==> src/rtl/fir_frame_capture.sv <==
// Receive side of the FIR timing-strobe interface: checks frame/pipe strobe spacing,
// captures, rounds and saturates the accumulator, and queues samples in a FWFT FIFO.
//
// state   | meaning
// --------+---------------------------------------------------------------
// ST_IDLE | no frame open; a pipe strobe here is stray
// ST_COUNT| frame open, cnt = cycles since frame_strobe, awaiting pipe strobe
module fir_frame_capture #(
  parameter int DSP_LAT    = 3,
  parameter int ACC_W      = 48,
  parameter int OUT_W      = 16,
  parameter int FRAC_SHIFT = 15,
  parameter int FIFO_DEPTH = 4
) (
  input  logic             clk,
  input  logic             rst_n,
  input  logic             frame_strobe,
  input  logic             pipe_strobe,
  input  logic [ACC_W-1:0] acc_in,
  output logic [OUT_W-1:0] out_data,
  output logic             out_valid,
  input  logic             out_ready,
  output logic [15:0]      frame_cnt,
  output logic             timing_err,
  output logic             overflow,
  output logic             sat_flag,
  input  logic             err_clr
);

  localparam int AW = $clog2(FIFO_DEPTH);
  localparam logic [3:0] LAT4 = 4'(DSP_LAT);
  localparam logic signed [ACC_W:0] MAX_V = {{(ACC_W-OUT_W+2){1'b0}}, {(OUT_W-1){1'b1}}};
  localparam logic signed [ACC_W:0] MIN_V = {{(ACC_W-OUT_W+2){1'b1}}, {(OUT_W-1){1'b0}}};

  typedef enum logic {ST_IDLE, ST_COUNT} state_t;

  state_t state_q, state_d;
  logic [3:0] cnt_q, cnt_d;
  logic capture, strobe_err;

  always_comb begin
    state_d    = state_q;
    cnt_d      = cnt_q;
    capture    = 1'b0;
    strobe_err = 1'b0;
    case (state_q)
      ST_IDLE: begin
        if (pipe_strobe) strobe_err = 1'b1;
        if (frame_strobe) begin
          state_d = ST_COUNT;
          cnt_d   = 4'd1;
        end
      end
      ST_COUNT: begin
        if (pipe_strobe) begin
          if (cnt_q == LAT4) capture = 1'b1;
          else strobe_err = 1'b1;
          state_d = ST_IDLE;
          cnt_d   = 4'd0;
        end else if (cnt_q == LAT4) begin
          strobe_err = 1'b1;
          state_d    = ST_IDLE;
          cnt_d      = 4'd0;
        end else begin
          cnt_d = cnt_q + 4'd1;
        end
        // A well-timed pipe strobe is captured above before the restart.
        if (frame_strobe) begin
          strobe_err = 1'b1;
          state_d    = ST_COUNT;
          cnt_d      = 4'd1;
        end
      end
      default: begin
        state_d = ST_IDLE;
        cnt_d   = 4'd0;
      end
    endcase
  end

  logic signed [ACC_W:0] acc_ext, shifted, rounded;
  logic sat_hi, sat_lo;
  logic [OUT_W-1:0] sample;

  assign acc_ext = {acc_in[ACC_W-1], acc_in};
  assign shifted = acc_ext >>> FRAC_SHIFT;

  generate
    if (FRAC_SHIFT == 0) begin : g_no_round
      assign rounded = shifted;
    end else begin : g_round
      assign rounded = shifted + $signed({{ACC_W{1'b0}}, acc_in[FRAC_SHIFT-1]});
    end
  endgenerate

  assign sat_hi = rounded > MAX_V;
  assign sat_lo = rounded < MIN_V;
  assign sample = sat_hi ? MAX_V[OUT_W-1:0] :
                  sat_lo ? MIN_V[OUT_W-1:0] : rounded[OUT_W-1:0];

  logic [OUT_W-1:0] mem_q [FIFO_DEPTH];
  logic [OUT_W-1:0] mem_d [FIFO_DEPTH];
  logic [AW:0] wr_ptr_q, wr_ptr_d, rd_ptr_q, rd_ptr_d;
  logic [15:0] frame_cnt_q, frame_cnt_d;
  logic timing_err_q, timing_err_d, overflow_q, overflow_d, sat_flag_q, sat_flag_d;
  logic empty, full, pop, push, drop;

  assign empty = (wr_ptr_q == rd_ptr_q);
  assign full  = (wr_ptr_q[AW] != rd_ptr_q[AW]) && (wr_ptr_q[AW-1:0] == rd_ptr_q[AW-1:0]);
  assign pop   = !empty && out_ready;
  // A pop in the same cycle frees the slot the push needs.
  assign push  = capture && (!full || pop);
  assign drop  = capture && full && !pop;

  always_comb begin
    mem_d        = mem_q;
    wr_ptr_d     = wr_ptr_q;
    rd_ptr_d     = rd_ptr_q;
    frame_cnt_d  = frame_cnt_q;
    if (push) begin
      mem_d[wr_ptr_q[AW-1:0]] = sample;
      wr_ptr_d    = wr_ptr_q + 1'b1;
      frame_cnt_d = frame_cnt_q + 16'd1;
    end
    if (pop) rd_ptr_d = rd_ptr_q + 1'b1;
    timing_err_d = (timing_err_q && !err_clr) || strobe_err;
    overflow_d   = (overflow_q && !err_clr) || drop;
    sat_flag_d   = (sat_flag_q && !err_clr) || (capture && (sat_hi || sat_lo));
  end

  always_ff @(posedge clk or negedge rst_n) begin
    if (!rst_n) begin
      state_q      <= ST_IDLE;
      cnt_q        <= 4'd0;
      wr_ptr_q     <= '0;
      rd_ptr_q     <= '0;
      frame_cnt_q  <= 16'd0;
      timing_err_q <= 1'b0;
      overflow_q   <= 1'b0;
      sat_flag_q   <= 1'b0;
      for (int i = 0; i < FIFO_DEPTH; i++) mem_q[i] <= '0;
    end else begin
      state_q      <= state_d;
      cnt_q        <= cnt_d;
      wr_ptr_q     <= wr_ptr_d;
      rd_ptr_q     <= rd_ptr_d;
      frame_cnt_q  <= frame_cnt_d;
      timing_err_q <= timing_err_d;
      overflow_q   <= overflow_d;
      sat_flag_q   <= sat_flag_d;
      mem_q        <= mem_d;
    end
  end

  assign out_valid  = !empty;
  assign out_data   = empty ? '0 : mem_q[rd_ptr_q[AW-1:0]];
  assign frame_cnt  = frame_cnt_q;
  assign timing_err = timing_err_q;
  assign overflow   = overflow_q;
  assign sat_flag   = sat_flag_q;

endmodule

==> config.mk <==
export PLATFORM = sky130hd
export DESIGN_NAME = fir_frame_capture
export DESIGN_NICKNAME = d
export VERILOG_FILES = /design/src/rtl/fir_frame_capture.sv
export SDC_FILE = /design/constraint.sdc
export NUM_CORES = 1
export LEC_CHECK = 0
export ABC_AREA = 1
export CAP_MARGIN = 20
export CORE_MARGIN = 2
export CORE_UTILIZATION = 35
export CTS_BUF_LIST = sky130_fd_sc_hd__clkbuf_16
export DETAILED_ROUTE_END_ITERATION = 7
export HOLD_SLACK_MARGIN = 0.02
export PLACE_DENSITY = 0.57
export SYNTH_ARGS = -nofsm -noshare
export SYNTH_HDL_FRONTEND = slang
export SYNTH_SLANG_ARGS = --single-unit
==> constraint.sdc <==
create_clock -name clk -period 3.17 [get_ports clk]
set_clock_uncertainty 0.05 [all_clocks]
set_input_delay 0.7925 -clock clk [delete_from_list [all_inputs] [get_ports clk]]
set_output_delay 0.7925 -clock clk [all_outputs]
set_load 0.05 [all_outputs]
==> results of run 1 <==
[metal layers]
layer / track usage [%] / up-vias
li1: - / 2840
met1: 26.50 / 2529
met2: 29.42 / 102
met3: 2.989 / 11
met4: 4.062 / 0
met5: 0 / -
[kinds of logic after synthesis]
| family | synth area share (%) |
|---|---|
| compound gates | 6.830 |
| buf+inv | 6.375 |
| flops | 40.63 |
| xor+xnor | 5.144 |
| fa+ha+maj | 2.377 |
| simple gates | 38.64 |
[through the flow]
step	TNS, ns	util [%]	instance area, um2
finish	0	48.62	7949
CTS	0	46.86	7661
detailed placement	-15.72	44.90	7341
global placement	-15.14	44.90	7341
global route	-0.1095	48.62	7949
floorplan	0	-	5789
[area by class of cell]
class                           instances  area (um2)  area share (%)
Tap cell                              220       275.3           3.463
Inverter                               63       236.5           2.975
Clock buffer                            9       225.2           2.833
Multi-Input combinational cell        632        3253           40.93
Timing Repair Buffer                  168        1511           19.01
Sequential cell                        94        2352           29.59
Clock inverter                          7       95.09           1.196
[sequential cells by signal, summed over array words and instances, names as in the netlist]
signal and cells:
rd_ptr_q 3, mem_q 64, sat_flag 1, wr_ptr_q 3
cnt_q 4, timing_err 1, state_q 1, overflow 1
frame_cnt 16
[critical path, stage by stage]
cell and delay [ns]:
clkdlybuf4s50_1 0.55, ha_4 0.18, buf_4 0.12, nand2_1 0.10
nor2_4 0.21, buf_12 0.14, nand2_1 0.04, nand2_1 0.05
nand2_1 0.08, nor2_1 0.12, nand2_1 0.07, nor2_2 0.14
nand3_4 0.13, nand2_8 0.14, buf_12 0.16, nand2_8 0.07
nand2_2 0.06, nand2_1 0.04
[cells in the mapped netlist (all sizes together), types with 2 or more instances]
cell and number:
nor3b 2, buf 12, ha 11, o41ai 2, xor2 17, o21ai 43, nand4 7, clkbuf 9
nand2 374, o211ai 2, inv 63, nand3 15, xnor2 17, a21oi 7, nor2 101, nand3b 9
nor3 5, dfrtp 94, o22ai 16
[timing repair]
| item | 4_1_cts | 5_1_grt |
|---|---|---|
| resized for setup | 0 | 50 |
| hold buffers | 0 | 0 |
| setup endpoints to repair | 0 | 61 |
| setup buffers | 0 | 5 |
[worst max-delay path by stage]
| stage | from | end | slack (ns) |
|---|---|---|---|
| after global routing | acc_in[26] | mem_q[23] | -0.01 |
| after CTS | acc_in[14] | mem_q[53] | 0.05 |
| after detailed placement | acc_in[14] | mem_q[53] | -0.33 |
| final | acc_in[16] | mem_q[7] | 0.16 |
| after floorplan | rd_ptr_q[0] | out_data[10] | 0.27 |
| after global placement | acc_in[14] | mem_q[20] | -0.32 |
[power by group through the flow]
stage	combinational (W)	sequential [W]	clock [W]
after floorplan	0.00177	0.00180	0
after global placement	0.00264	0.00180	0
after detailed placement	0.00266	0.00180	0
after CTS	0.00267	0.00179	0.00120
after global routing	0.00296	0.00184	0.00125
final	0.00268	0.00179	0.00118
==> out/qor.yml, run 1 <==
route.detailed.drc: 0
worstPathArrival_ns: 3.20
clkTransAtPathRegs_ns: 0.07
maxCapViolCount: 0
insertion_delay_ns: 0.35
ys_seq_area_share_pct: 40.63
max_freq_ghz: 0.3319
synth_cell_types: 33
sw_frac_of_total_pct: 43.59
synthCells: 809
clock_path_buffers: 2
areaGrowthSynthToFinish_pct: 37.30
final_cell_mix: "nand2_1 (326), buf_4 (102), dfrtp_1 (94)"
clock_sinks: 94
hold_violations: 0
p_total_w: 0.005639
initial_core_util_pct: 35.41
met2_length_mm: 7.326
grt_pass1_vias: 5247
fill_cells: 1679
critPathKind: "input port to register"
vias: 5482
diodes: 0
p_leak_nw: 4.100
path_max_fanout: 5
max_slew_margin_pct: 63.28
met1_length_mm: 7.686
avgViaCountPerCell: 4.595
cts_tree: "done"
synth_top_area_share_pct: 40.63
reg2reg_to: "frame_cnt[15]"
yosys_warnings: 0
final_common_cell: "nand2_1"
setup_violations: 0
synth.cell_area_um2: 5789
reg2reg_depth: 12
fin_crit_sh_pct: 95.04
required_ns: 3.36
synth_flop_cell: "dfrtp_1"
fin_cells: 1193
layout-drive-gt1-share_pct: 20.25
wl_met3_um: 545
finalCriticalPeriod_ns: 3.013
whs_ns: 0.3730
ir_worst_vdd_mv: 0.4705
async_flop_share_pct: 100.0
grt_usage_pct: 18.47
gp_congestion: 0.8491
p_comb_share_pct: 47.4
antenna_found_initial: 0
die_y_um: 132.6
status: "complete, no violations"
root_buffer: "clkbuf_16"
top_layer_used: "met4"
cts_buffers: 9
syn_nets: 874
core_area_um2: 16350
p_int_w: 0.003181
grt_overflow: 0
ioPinCount: 90
grt_pass1_wl_mm: 26.16
r2r_slack_ns: 0.58
first_pass_iters: 5
reg2reg_from: "cnt_q[0]"
grt_max_degree: 42
drv_slew: 0
num_rows: 47
worstSetupEndpointType: "register"
p_sw_w: 0.002458
postRouteWirelength_mm: 15.72
layout.nets: 1033
post_drt_wl_per_cell_um: 13.18
synth_largest_area_cell: "dfrtp_1"
drt_iter0_drc: 290
power.density_nw_per_um2: 709.4
synth_area_leaders: "dfrtp_1 (41%), nand2_1 (23%), nor2_1 (5.8%)"
hold_path.class: "input port to asynchronous set/reset pin"
worstMarginPinSlew_ns: 0.5508
numPortBuffers: 75
pre_cts_slack_ns: -0.3264
place_hpwl_mm: 11.58
fp.dieArea_um2: 17590
synth-seq-cells: 94
p_seq_share_pct: 31.7
die_w_um: 132.6
pwr-share-clk_pct: 20.8
syn_avg_cell_area_um2: 7.156
worst_setup_path_start_kind: "input port"
fin_ws_ns: 0.1573
dp_cells: 1170
htree_levels: 3
ant_nets: 0
synth_edf_count: 0
(Power assumes the default switching activity.)
==> run 2, diff against run 1 <==
- clock period: 3.17 -> 3.8 ns (I/O delays scaled with it)
==> run 2 against run 1 <==
  * Final area shrank 11%
  * Largest cell class unchanged
  * Largest power group unchanged
  * Sequential share of layout area grew 3.8 points
  * Critical path type is now register to output pin
  * Combinational power shrank 20%
==> out/qor.yml, run 2 (synthesis results as in run 1) <==
grt_pass1_vias: 4948
num_rows: 47
worstMarginPinSlew_ns: 0.6609
fp.dieArea_um2: 17590
worstSetupEndpointType: "output pin"
ir_worst_vdd_mv: 0.3036
fin_setup_tns_ns: 0
cts_hold_buffers: 0
rsz0062_at_grt: "false"
insertion_delay_ns: 0.35
htree_levels: 3
initial_core_util_pct: 35.41
p_sw_w: 0.002002
hold_violations: 0
final_cell_mix: "nand2_1 (349), dfrtp_1 (94), nor2_1 (90)"
maxCapViolCount: 0
final_common_cell: "nand2_1"
ioPinCount: 90
place_hpwl_mm: 10.86
multi_input_area_um2: 3068
critPathKind: "register to output pin"
pwr-share-clk_pct: 19.5
cts_setup_buffers: 0
cts_tree: "done"
drt_iter0_drc: 316
sw_frac_of_total_pct: 44.44
gp_congestion: 0.9124
clock_sinks: 94
crit_slowest_cell: "nand4_1"
clock_path_buffers: 2
p_leak_nw: 3.606
worst_setup_path_start_kind: "register"
setup_violations: 0
design_area_um2: 7049
root_buffer: "clkbuf_16"
p_seq_share_pct: 33.1
finalCriticalPeriod_ns: 3.413
cts_buffers: 9
grt_overflow: 0
route.detailed.drc: 0
critical_path.top_delay_family: "buffers and inverters"
max_stage_delay_ns: 0.41
fill_cells: 1753
die_w_um: 132.6
status: "complete, no violations"
clkTransAtPathRegs_ns: 0.06
grt_pass1_wl_mm: 25.15
top_register: "mem_q"
required_ns: 2.80
numPortBuffers: 75
crit_buf_inv: 6
vias: 5177
power.density_nw_per_um2: 639.1
diodes: 0
worstPathArrival_ns: 2.41
drv_slew: 0
max_slew_margin_pct: 55.89
layout-drive-gt1-share_pct: 9.641
die_y_um: 132.6
fin_crit_sh_pct: 89.82
cpMostUsedCell: "buf_4"
antenna_found_initial: 0
ant_nets: 0
layout.area.seq_um2: 2352
p_int_w: 0.002503
layout.nets: 953
areaGrowthSynthToFinish_pct: 21.76
place_area_um2: 6768
cp_cell_sequence: "buf_4 -> inv_1 -> buf_4 -> nand2_1 -> nand4_1 -> buf_4 -> nand2_1 -> inv_1 -> buf_4"
post_drt_wl_per_cell_um: 13.59
cts_resized: 0
whs_ns: 0.4181
grt_usage_pct: 17.74
core_area_um2: 16350
p_comb_share_pct: 47.4
path_max_fanout: 18
grt_max_degree: 54
first_pass_iters: 7
hold_path.class: "register to register"
avgViaCountPerCell: 4.656
max_freq_ghz: 0.2930
largest_reg_flops: 64
postRouteWirelength_mm: 15.12
-- run 2: changes by cell type in the layout (fill, tap and decap cells not counted), sizes merged --
cell | previous run | this run
clkbuf | 10 | 9
buf | 110 | 32
clkinv | 2 | 3
bufinv | 2 | 1
nand2 | 375 | 374
clkinvlp | 1 | 0
dlymetal6s2s | 3 | 0
clkdlybuf4s50 | 54 | 57
-- run 2: power groups by stage --
stage / logic, W / registers (W) / clock network [W]
after floorplan: 0.00148 / 0.00150 / 0
after global placement: 0.00214 / 0.00150 / 0
after detailed placement: 0.00216 / 0.00150 / 0
after CTS: 0.00216 / 0.00149 / 0.000901
after global routing: 0.00234 / 0.00153 / 0.000937
final: 0.00214 / 0.00149 / 0.000880
-- run 2: per-layer routing --
layer  global-route usage, %  up-vias  wire length, um
li1                        -     2683                -
met1                   25.64     2405             7719
met3                   2.107       11              419
met5                       0        -                0
met2                   28.21       78             6813
met4                   4.659        0              163
-- run 2: through the flow --
step / power, W / cells / util, % / setup WS, ns
2_1_floorplan: 0.002977 / 809 / - / 0.7378
3_3_place_gp: 0.003636 / 1097 / 41.40 / 0.07073
3_5_place_dp: 0.003657 / 1097 / 41.40 / 0.05158
4_1_cts: 0.004545 / 1112 / 43.12 / 0.3922
5_1_grt: 0.004809 / 1112 / 43.12 / 0.1508
6_report: 0.004505 / 1112 / 43.12 / 0.3867
-- run 2: layout make-up --
type | count | area share, %
inverter | 63 | 3.355
multi-input combinational | 631 | 43.52
clock inverter | 6 | 0.7987
tap | 220 | 3.905
timing repair buffer | 89 | 11.86
sequential | 94 | 33.37
clock buffer | 9 | 3.195
-- run 2: worst paths after layout --
path	from	end	slack [ns]	cells past startpoint
max	rd_ptr_q[0]	out_data[14]	0.39	9
min	frame_cnt[15]	frame_cnt[15]	0.42	1
max reg2reg	cnt_q[0]	frame_cnt[15]	1.21	12
min reg2reg	frame_cnt[15]	frame_cnt[15]	0.42	1
max in group asynchronous	rst_n	mem_q[62]	2.49	2
min in group asynchronous	rst_n	frame_cnt[4]	0.54	1
==> run 3, diff against run 2 <==
--- a/config.mk
+++ b/config.mk
@@ -15,2 +15,3 @@
 export PLACE_DENSITY = 0.57
+export SETUP_SLACK_MARGIN = 0.4
 export SYNTH_ARGS = -nofsm -noshare
==> constraint.sdc (replaced) <==
create_clock -name clk -period 3.8 [get_ports clk]
set_clock_uncertainty 0.05 [all_clocks]
set_input_delay 1.14 -clock clk [delete_from_list [all_inputs] [get_ports clk]]
set_output_delay 1.14 -clock clk [all_outputs]
set_load 0.05 [all_outputs]
==> run 3 against run 2 <==
  * Clock power rose by 4.3%
  * Critical path depth fell by 2
  * Fmax rose by 6.1%
  * First-iteration DRC count rose by 2.5%
  * Die area did not move
  * Count of clock-buffer cells in the layout did not move
  * Critical path type unchanged
  * Highest routed layer unchanged
==> out/qor.yml, run 3 (synthesis results as in run 1) <==
status: "complete, no violations"
worstSetupEndpointType: "output pin"
insertion_delay_ns: 0.36
setup_violations: 0
sw_frac_of_total_pct: 44.75
postRouteWirelength_mm: 15.46
top_register: "mem_q"
ant_nets: 0
final_cell_mix: "nand2_1 (343), dfrtp_1 (93), nor2_1 (70)"
p_leak_nw: 3.899
drv_slew: 0
antenna_found_initial: 0
pre_cts_slack_ns: -0.02981
diodes: 0
areaGrowthSynthToFinish_pct: 28.51
cts_hold_buffers: 0
dp_cells: 1117
grt_overflow: 0
finalCriticalPeriod_ns: 3.216
clkTransAtPathRegs_ns: 0.07
place_hpwl_mm: 10.91
largest_reg_flops: 64
path_max_fanout: 34
p_int_w: 0.002519
clock_path_buffers: 2
root_buffer: "clkbuf_16"
rsz0062_at_grt: "false"
layout.nets: 979
power.density_nw_per_um2: 613.0
critPathKind: "register to output pin"
final_common_cell: "nand2_1"
layout-drive-gt1-share_pct: 15.78
post_drt_wl_per_cell_um: 13.57
clock_sinks: 94
drt_iter0_drc: 324
ir_worst_vdd_mv: 0.2911
whs_ns: 0.4159
hold_violations: 0
cp-startpoint: "rd_ptr_q[0]"
grt_max_degree: 59
route.detailed.drc: 0
ioPinCount: 90
max_slew_margin_pct: 60.41
p_total_w: 0.004561
min_from: "frame_cnt[15]"
avgViaCountPerCell: 4.620
max_freq_ghz: 0.3109
fill_cells: 1694
grt_pass1_wl_mm: 25.66
vias: 5262
grt_usage_pct: 18.23
die_w_um: 132.6
cts_tree: "done"
fin_cells: 1139
p_sw_w: 0.002041
p_comb_share_pct: 46.9
gp_congestion: 0.9036
fp.dieArea_um2: 17590
htree_levels: 3
required_ns: 2.61
num_rows: 47
worstPathArrival_ns: 2.03
pwr-share-clk_pct: 20.1
p_seq_share_pct: 33.0
maxCapViolCount: 0
worstMarginPinSlew_ns: 0.5931
fin_ws_ns: 0.5837
die_y_um: 132.6
hold_path.class: "register to register"
reg2reg_from: "cnt_q[0]"
cts_buffers: 9
core_area_um2: 16350
first_pass_iters: 4
grt_pass1_vias: 5005
fin_crit_sh_pct: 84.64
worst_setup_path_start_kind: "register"
numPortBuffers: 75
initial_core_util_pct: 35.41
## run 3: cell count changes in the layout (fill, tap and decap cells not counted), moves of 7 or more
cell / previous run / this run
buf_4: 30 / 54
clkdlybuf4s50_1: 57 / 40
dlymetal6s2s_1: 0 / 17
nand2_2: 9 / 16
nor2_1: 90 / 70
nor2_2: 5 / 22
## run 3: worst max-delay path, cell delays in order (launching register included)
cell     delay, ns
dfrtp_1       0.39
buf_4         0.38
nand2_1       0.12
nand4_1       0.10
buf_4         0.28
nand2_1       0.14
inv_1         0.07
buf_4         0.19
## run 3: metal layers
layer | share of wire, % | wire [um] | track usage [%]
met1 | 49 | 7576 | 25.78
met2 | 46 | 7071 | 28.90
met3 | 3.6 | 563 | 2.835
met4 | 1.6 | 249 | 5.376
met5 | 0 | 0 | 0
## run 3: final cells by class
| class | count | area, um2 | share of cell area, % |
|---|---|---|---|
| clock buffer | 9 | 225.2 | 3.027 |
| clock inverter | 7 | 71.32 | 0.9586 |
| inverter | 63 | 240.2 | 3.229 |
| multi-input combinational | 632 | 3196 | 42.95 |
| sequential | 94 | 2354 | 31.63 |
| tap | 220 | 275.3 | 3.700 |
| timing repair buffer | 114 | 1079 | 14.50 |
## run 3: power by group through the flow
stage,Sequential [W],Clock [W],Combinational [W]
2_1_floorplan,0.00150,0,0.00148
3_3_place_gp,0.00151,0,0.00213
3_5_place_dp,0.00151,0,0.00215
4_1_cts,0.00150,0.000937,0.00215
5_1_grt,0.00155,0.000979,0.00235
6_report,0.00150,0.000918,0.00214
## run 3: path summary, 6_finish.rpt
| kind | endpoint | slack, ns | cells after the start |
|---|---|---|---|
| setup / recovery | out_data[3] | 0.58 | 7 |
| hold / removal | frame_cnt[15] | 0.42 | 1 |
| setup reg to reg | frame_cnt[15] | 1.17 | 12 |
| hold reg to reg | frame_cnt[15] | 0.42 | 1 |
| max in group asynchronous | rd_ptr_q[1] | 2.32 | 2 |
| min in group asynchronous | frame_cnt[4] | 0.69 | 1 |
## run 3: metrics by stage
stage	area (um2)	utilization [%]	setup TNS [ns]
3_5_place_dp	6930	42.39	-0.3860
4_1_cts	7271	44.47	0
2_1_floorplan	5789	-	0
6_report	7440	45.51	0
5_1_grt	7440	45.51	0
3_3_place_gp	6930	42.39	-0.2971
## run 3: repair_timing
item | CTS | global route
hold endpoints to repair | 0 | 0
cloned | 1 | 0
endpoints found under the setup margin | 44 | 77
pin swaps | 1 | 9
buffers inserted | 3 | 2
gates resized for setup | 5 | 50
